==> config.mk <==
export PLATFORM = sky130hd
export DESIGN_NAME = accel_sample_filter
export DESIGN_NICKNAME = d
export VERILOG_FILES = /design/src/rtl/accel_sample_filter.sv
export SDC_FILE = /design/constraint.sdc
export NUM_CORES = 1
export LEC_CHECK = 0
export ABC_AREA = 1
export CORE_ASPECT_RATIO = 2
export CORE_MARGIN = 2
export CORE_UTILIZATION = 45
export CTS_CLUSTER_DIAMETER = 200
export DETAILED_ROUTE_END_ITERATION = 10
export SKIP_LAST_GASP = 1
export SLEW_MARGIN = 20
export SYNTH_ARGS = -nofsm -noshare
export SYNTH_HDL_FRONTEND = slang
export SYNTH_SLANG_ARGS = --single-unit
==> constraint.sdc <==
create_clock -name clk -period 24.9 [get_ports clk]
set_clock_uncertainty 0.2 [all_clocks]
set_input_delay 3.735 -clock clk [delete_from_list [all_inputs] [get_ports clk]]
set_output_delay 3.735 -clock clk [all_outputs]
set_load 0.02 [all_outputs]
==> src/rtl/accel_sample_filter.sv <==
// ---------------------------------------------------------------------------
// accel_sample_filter
//
// Conditions raw accelerometer X/Y readings before tilt thresholding. A free
// running divider produces one sample tick every SAMPLE_DIV clocks; on each
// tick both axes are captured, pushed through a 2^AVG_LOG2-tap moving average,
// and corrected by a per-axis level offset with saturation to the signed
// DATA_W range. A small calibration FSM averages 2^CAL_LOG2 filtered samples
// on request and installs the result as the new zero offset.
//
// Pipeline per tick (tick seen on clock edge T):
//   T    inputs captured
//   T+1  running sum updated, oldest tap replaced
//   T+2  average, offset subtraction, saturation, outputs + out_valid
//
// Optional feature (compile-time macro ACCEL_FILTER_DEADZONE_EN):
//   when defined, any corrected output with magnitude below DEADZONE is
//   forced to 0. Calibration always works on the uncorrected average.
//
// Ports:
//   clk          in   1       system clock
//   reset        in   1       asynchronous, active-high reset
//   accel_x_in   in   DATA_W  raw X reading, signed
//   accel_y_in   in   DATA_W  raw Y reading, signed
//   cal_req      in   1       1-cycle pulse: capture current level as zero
//   accel_x_out  out  DATA_W  filtered, offset-corrected X, signed
//   accel_y_out  out  DATA_W  filtered, offset-corrected Y, signed
//   out_valid    out  1       1-cycle pulse when outputs update
//   cal_busy     out  1       high while calibration accumulates
//   cal_done     out  1       1-cycle pulse when the new offset is applied
// ---------------------------------------------------------------------------
module accel_sample_filter #(
  parameter int DATA_W     = 9,
  parameter int SAMPLE_DIV = 1000000,
  parameter int AVG_LOG2   = 3,
  parameter int CAL_LOG2   = 4
`ifdef ACCEL_FILTER_DEADZONE_EN
  ,
  parameter int DEADZONE   = 4
`endif
) (
  input  logic                     clk,
  input  logic                     reset,
  input  logic signed [DATA_W-1:0] accel_x_in,
  input  logic signed [DATA_W-1:0] accel_y_in,
  input  logic                     cal_req,
  output logic signed [DATA_W-1:0] accel_x_out,
  output logic signed [DATA_W-1:0] accel_y_out,
  output logic                     out_valid,
  output logic                     cal_busy,
  output logic                     cal_done
);

  localparam int TAPS  = 1 << AVG_LOG2;
  localparam int SUM_W = DATA_W + AVG_LOG2;
  localparam int ACC_W = DATA_W + CAL_LOG2;
  localparam int CNT_W = (SAMPLE_DIV > 1) ? $clog2(SAMPLE_DIV) : 1;

  localparam logic [CNT_W-1:0] CNT_LAST = CNT_W'(SAMPLE_DIV - 1);

  // Saturation bounds, both in the widened subtraction width and in the
  // output width.
  localparam logic signed [DATA_W:0]   SAT_MAX = {2'b00, {(DATA_W-1){1'b1}}};
  localparam logic signed [DATA_W:0]   SAT_MIN = {2'b11, {(DATA_W-1){1'b0}}};
  localparam logic signed [DATA_W-1:0] OUT_MAX = {1'b0, {(DATA_W-1){1'b1}}};
  localparam logic signed [DATA_W-1:0] OUT_MIN = {1'b1, {(DATA_W-1){1'b0}}};

  typedef enum logic [1:0] {
    IDLE      = 2'd0,
    CAL_ACC   = 2'd1,
    CAL_APPLY = 2'd2
  } cal_state_t;

  logic [CNT_W-1:0]         tick_cnt;
  logic                     tick;

  logic signed [DATA_W-1:0] raw_in  [2];
  logic signed [DATA_W-1:0] cap     [2];
  logic                     cap_valid;

  logic signed [DATA_W-1:0] taps    [2][TAPS];
  logic [AVG_LOG2-1:0]      tap_ptr;
  logic signed [SUM_W-1:0]  sum     [2];
  logic                     sum_valid;

  logic signed [DATA_W-1:0] avg     [2];
  logic signed [DATA_W:0]   diff    [2];
  logic signed [DATA_W-1:0] shaped  [2];

  logic signed [DATA_W-1:0] offset  [2];
  logic signed [ACC_W-1:0]  cal_acc [2];
  logic [CAL_LOG2-1:0]      cal_cnt;

  cal_state_t               state_q;
  cal_state_t               state_d;
  logic                     cal_start;
  logic                     acc_add;
  logic                     offset_load;

  // Sample-rate divider: counts 0..SAMPLE_DIV-1 and fires on terminal count.
  assign tick = (tick_cnt == CNT_LAST);

  always_ff @(posedge clk or posedge reset) begin
    if (reset) begin
      tick_cnt <= '0;
    end else if (tick) begin
      tick_cnt <= '0;
    end else begin
      tick_cnt <= tick_cnt + 1'b1;
    end
  end

  // Both axes share one datapath description, indexed 0 = X, 1 = Y.
  always_comb begin
    raw_in[0] = accel_x_in;
    raw_in[1] = accel_y_in;
  end

  // Stage 1: grab the controller's held readings on the tick.
  always_ff @(posedge clk or posedge reset) begin
    if (reset) begin
      cap_valid <= 1'b0;
      for (int a = 0; a < 2; a++) begin
        cap[a] <= '0;
      end
    end else begin
      cap_valid <= tick;
      if (tick) begin
        for (int a = 0; a < 2; a++) begin
          cap[a] <= raw_in[a];
        end
      end
    end
  end

  // Stage 2: running-sum moving average. The sum tracks the tap contents, so
  // adding the new sample and removing the one it overwrites keeps it exact.
  // Taps start at zero, which gives the warm-up ramp.
  always_ff @(posedge clk or posedge reset) begin
    if (reset) begin
      sum_valid <= 1'b0;
      tap_ptr   <= '0;
      for (int a = 0; a < 2; a++) begin
        sum[a] <= '0;
        for (int t = 0; t < TAPS; t++) begin
          taps[a][t] <= '0;
        end
      end
    end else begin
      sum_valid <= cap_valid;
      if (cap_valid) begin
        tap_ptr <= tap_ptr + 1'b1;
        for (int a = 0; a < 2; a++) begin
          sum[a]           <= sum[a] + SUM_W'(cap[a]) - SUM_W'(taps[a][tap_ptr]);
          taps[a][tap_ptr] <= cap[a];
        end
      end
    end
  end

  // Stage 3 (combinational part): floor average via the top bits of the
  // signed sum, one-bit-wider offset subtraction so it cannot wrap, then
  // clamp back into the output range.
  always_comb begin
    for (int a = 0; a < 2; a++) begin
      avg[a]  = sum[a][SUM_W-1:AVG_LOG2];
      diff[a] = {avg[a][DATA_W-1], avg[a]} - {offset[a][DATA_W-1], offset[a]};
      if (diff[a] > SAT_MAX) begin
        shaped[a] = OUT_MAX;
      end else if (diff[a] < SAT_MIN) begin
        shaped[a] = OUT_MIN;
      end else begin
        shaped[a] = diff[a][DATA_W-1:0];
      end
`ifdef ACCEL_FILTER_DEADZONE_EN
      if ((int'(shaped[a]) < DEADZONE) && (int'(shaped[a]) > -DEADZONE)) begin
        shaped[a] = '0;
      end
`endif
    end
  end

  // Stage 3 (registered part): outputs only change on a completed sample.
  always_ff @(posedge clk or posedge reset) begin
    if (reset) begin
      out_valid   <= 1'b0;
      accel_x_out <= '0;
      accel_y_out <= '0;
    end else begin
      out_valid <= sum_valid;
      if (sum_valid) begin
        accel_x_out <= shaped[0];
        accel_y_out <= shaped[1];
      end
    end
  end

  // Calibration FSM state register.
  always_ff @(posedge clk or posedge reset) begin
    if (reset) begin
      state_q <= IDLE;
    end else begin
      state_q <= state_d;
    end
  end

  // Calibration FSM next state and controls. Averages are accumulated on the
  // same edge they are registered to the outputs; the offset is installed one
  // cycle later so the sample that completes calibration still uses the old
  // offset. Requests outside IDLE are ignored.
  always_comb begin
    state_d     = state_q;
    cal_busy    = 1'b0;
    cal_done    = 1'b0;
    cal_start   = 1'b0;
    acc_add     = 1'b0;
    offset_load = 1'b0;
    case (state_q)
      IDLE: begin
        if (cal_req) begin
          cal_start = 1'b1;
          state_d   = CAL_ACC;
        end
      end
      CAL_ACC: begin
        cal_busy = 1'b1;
        if (sum_valid) begin
          acc_add = 1'b1;
          if (cal_cnt == '1) begin
            state_d = CAL_APPLY;
          end
        end
      end
      CAL_APPLY: begin
        cal_done    = 1'b1;
        offset_load = 1'b1;
        state_d     = IDLE;
      end
      default: begin
        state_d = IDLE;
      end
    endcase
  end

  // Calibration accumulators and the live offsets. The offset is the floor
  // of the accumulated averages divided by the sample count.
  always_ff @(posedge clk or posedge reset) begin
    if (reset) begin
      cal_cnt <= '0;
      for (int a = 0; a < 2; a++) begin
        cal_acc[a] <= '0;
        offset[a]  <= '0;
      end
    end else begin
      if (cal_start) begin
        cal_cnt <= '0;
        for (int a = 0; a < 2; a++) begin
          cal_acc[a] <= '0;
        end
      end else if (acc_add) begin
        cal_cnt <= cal_cnt + 1'b1;
        for (int a = 0; a < 2; a++) begin
          cal_acc[a] <= cal_acc[a] + ACC_W'(avg[a]);
        end
      end
      if (offset_load) begin
        for (int a = 0; a < 2; a++) begin
          offset[a] <= cal_acc[a][ACC_W-1:CAL_LOG2];
        end
      end
    end
  end

endmodule

==> results.txt <==
----------------------------------------------------
[Power]
  Highest ir drop seen on vdd ... around 0.048 mV
  Total leakage power ... between 0.008 and 0.009 µW
  Pwr Density ... 51.4 mW/mm²

[Layout]
  Antenna Cells ... 0
  Count of filler cells inserted in the layout ... 3,457
  Nets ... 2,084
  Layout-stage area growth over the synthesis result ... 11.0%
  Final Core Density ... 0.506
  Share of layout cells above drive strength 1 ... 0.0504

[STA]
  Setup Total Neg Slack ... 0 ps
  Hold_ws ... 279 ps
  Normalized max-slew margin ... 0.382
  Maximum clock rate ... 177 MHz
  RSZ-0062 raised after global routing ... false
  Final period demand of the worst path ... 5660 ps
  Number of max-slew violations in the final report ... 0
  Final setup violation count ... 0
  Measured slew at the worst slew-check pin ... 927 ps
  Period utilisation layout ... 0.227
  Hold Vio Cnt, Final ... 0

[Routing]
  Antenna-violating nets left ... 0
  Post-route DRC violation count ... 0
  Routed vias/inst ... 5.34
  Final routed wirelength across all metal layers ... 40,000 µm
  Via total after detailed routing ... 13,000
  Iteration count of the initial detailed-routing pass ... 5
  Average detailed-routed wire length per instance ... 16.5 µm
  Iteration-0 DRC Markers ... between 600 and 700

[Logic synthesis]
  Synth Warn # ... 0
  Library cell with the largest summed area after synthesis ... sky130_fd_sc_hd__dfrtp_1
  Cells after synthesis ... approximately 1,900
  Area share of the largest cell type after synthesis ... 0.447
  Netlist area before placement ... 0.0157 mm²
  Synthesized flop and latch total ... 280
  Most frequently used cell type in the post-synthesis netlist ... sky130_fd_sc_hd__nand2_1
  Net count after synthesis ... 2,067
  Top cells by instance count after synthesis ... sky130_fd_sc_hd__nand2_1 (509), sky130_fd_sc_hd__o21ai_0 (303), sky130_fd_sc_hd__dfrtp_1 (280)
  Register area share after synthesis ... 0.447
  Most used DFF post-synth ... sky130_fd_sc_hd__dfrtp_1
  Synth top area cells ... sky130_fd_sc_hd__dfrtp_1 (45%), sky130_fd_sc_hd__nand2_1 (12%), sky130_fd_sc_hd__o21ai_0 (9.7%), sky130_fd_sc_hd__ha_1 (5.7%), sky130_fd_sc_hd__inv_1 (5.2%)
  Number of synthesized flops with an enable pin ... 0
  Synthesized area per cell ... 8.04 µm²
  Fraction of registers with async set/reset ... 1.00
  Synth unique cells ... 47

[Min path]
  Worst min-delay path class ... reg -> reg
  Hold Path Sink ... taps[4]
  Worst Hold Launch ... cap[4]
  Hold path depth ... 2

[Floorplanning]
  DIE WIDTH ... between 100 and 150 µm
  Starting density of the core ... 0.456
  Number of core rows ... 96
  Vert. Die Dim ... about 270 µm
  Num ports ... 42
  Area of the core region ... approximately 0.034 mm²
  Full die area ... 0.0364 mm²

[Critical path]
  Critical path class ... reg -> out
  Reg-to-reg critical path startpoint ... tap_ptr[0]
  Capturing point of the worst reg2reg path ... avg[8]
  Critical path required time ... 20,970 ps
  Highest fanout seen on the critical path ... 3
  Critical Path Source Type ... flop
  Reg2Reg Depth ... 17
  Register-to-register setup slack ... approximately 20,000 ps
  CP Data Arrival Time ... 1720 ps
  Critical Path End Type ... output port

[Job]
  Maximum Capacitance Violations ... 0

[Clocking]
  Register clock-pin slew on the reported worst setup and hold paths ... 70 ps
  TritonCTS buffer count ... 26
  Clock tree root buffer cell ... sky130_fd_sc_hd__clkbuf_16
  CTS tree ... done
  Clock latency reported for the late side of the worst-skew pair ... 550 ps
  Bufs on Longest Clock Path ... 3
  Total setup buffers inserted after CTS ... 0
  Number of gates given a new drive strength after cts ... 0
  CTS sink count ... 280
  Hold buffers post-CTS ... 0
  Number of levels in the clock H-tree ... 1

[Global routing]
  Residual overflow from global routing ... 0
  Global router's overall resource usage ... 0.230
  First-pass GRT wire length ... 66,500 µm
  Initial antenna violation count ... 0
  Via count of the first global-routing pass ... 13,100
  Pin count of the biggest net entering global routing ... 157

[Place]
  Final GP Congestion ... about 0.9
  DP Wirelength ... between 20,000 and 30,000 µm
  Buffers added on ports ... 41

[Outcome]
  Outcome ... completed

----------------------------------------------------
-- per-layer routing --
| metal | part of all wire | GRT usage |
|---|---|---|
| met1 | 0.39 | 0.258 |
| met2 | 0.54 | 0.434 |
| met3 | 0.028 | 0.0211 |
| met4 | 0.042 | 0.102 |
| met5 | 0 | 0 |
-- sequential cells by signal, indices dropped and copies added, names as in the netlist --
signal       count
tick_cnt        20
out_valid        1
sum              6
cap             18
cal_cnt          4
tap_ptr          3
taps           144
cal_acc         26
avg             18
offset          18
state_q          2
sum_valid        1
accel_y_out      9
accel_x_out      9
cap_valid        1
-- where the power goes --
part	switching [µW]	leakage, µW	internal, µW
logic	9.14	0.00448	3.09
registers	0	0.00366	455
clock network	181	0.000459	246
-- placed cells by master (no fill, tap or decap), drive strengths merged, types with 4 or more instances in the layout --
master,instances
or2,7
clkbuf,37
clkinv,11
buf,16
a31oi,7
nand3,85
nor2,149
o22ai,8
o21ai,303
o21a,18
inv,219
nand2,513
o21bai,4
dfrtp,280
fa,26
xor2,25
a21oi,56
o2111ai,15
ha,71
clkdlybuf4s50,41
nand4,29
nor3,16
xnor2,10
o211ai,16
-- final cells by class --
class                      instances  area (µm²)  area share
sequential                       280        7010       0.403
timing repair buffer              57         543      0.0312
inverter                         222         841      0.0484
clock buffer                      37         803      0.0462
multi-input combinational       1379        7520       0.433
clock inverter                    11         119     0.00684
tap                              441         552      0.0317
-- how the worst max path moves through the flow --
stage	startpoint	endpoint	slack (ps)
5_1_grt	state_q[0]	cal_busy	19160
2_1_floorplan	reset	accel_x_out[0]	13240
6_report	state_q[0]	cal_busy	19240
3_3_place_gp	reset	tap_ptr[0]	18890
4_1_cts	state_q[0]	cal_busy	19210
3_5_place_dp	reset	tap_ptr[0]	18870
-- logic make-up after synthesis --
logic type / count (synthesis) / synth area share
compound gates: 441 / 0.155
xor+xnor: 35 / 0.0196
fa+ha+maj: 97 / 0.0899
buf+inv: 290 / 0.0730
flops: 280 / 0.447
mux: 1 / 0.000639
simple gates: 805 / 0.215
-- metrics by stage --
| stage | setup WS [ps] | total power [µW] | instance area [µm²] | instances |
|---|---|---|---|---|
| floorplan | 13240 | 470 | 15700 | 1949 |
| global placement | 18890 | 476 | 16500 | 2379 |
| global route | 19160 | 923 | 17400 | 2427 |
| CTS | 19210 | 904 | 17400 | 2427 |
| finish | 19240 | 894 | 17400 | 2427 |
| detailed placement | 18870 | 476 | 16500 | 2379 |
-- critical path, cell delays in order, from the launching register on --
cell and delay (ps):
sky130_fd_sc_hd__dfrtp_1 360, sky130_fd_sc_hd__inv_1 70, sky130_fd_sc_hd__nor2_2 130, sky130_fd_sc_hd__clkdlybuf4s50_1 620
Power figures use the tool's default switching activity.
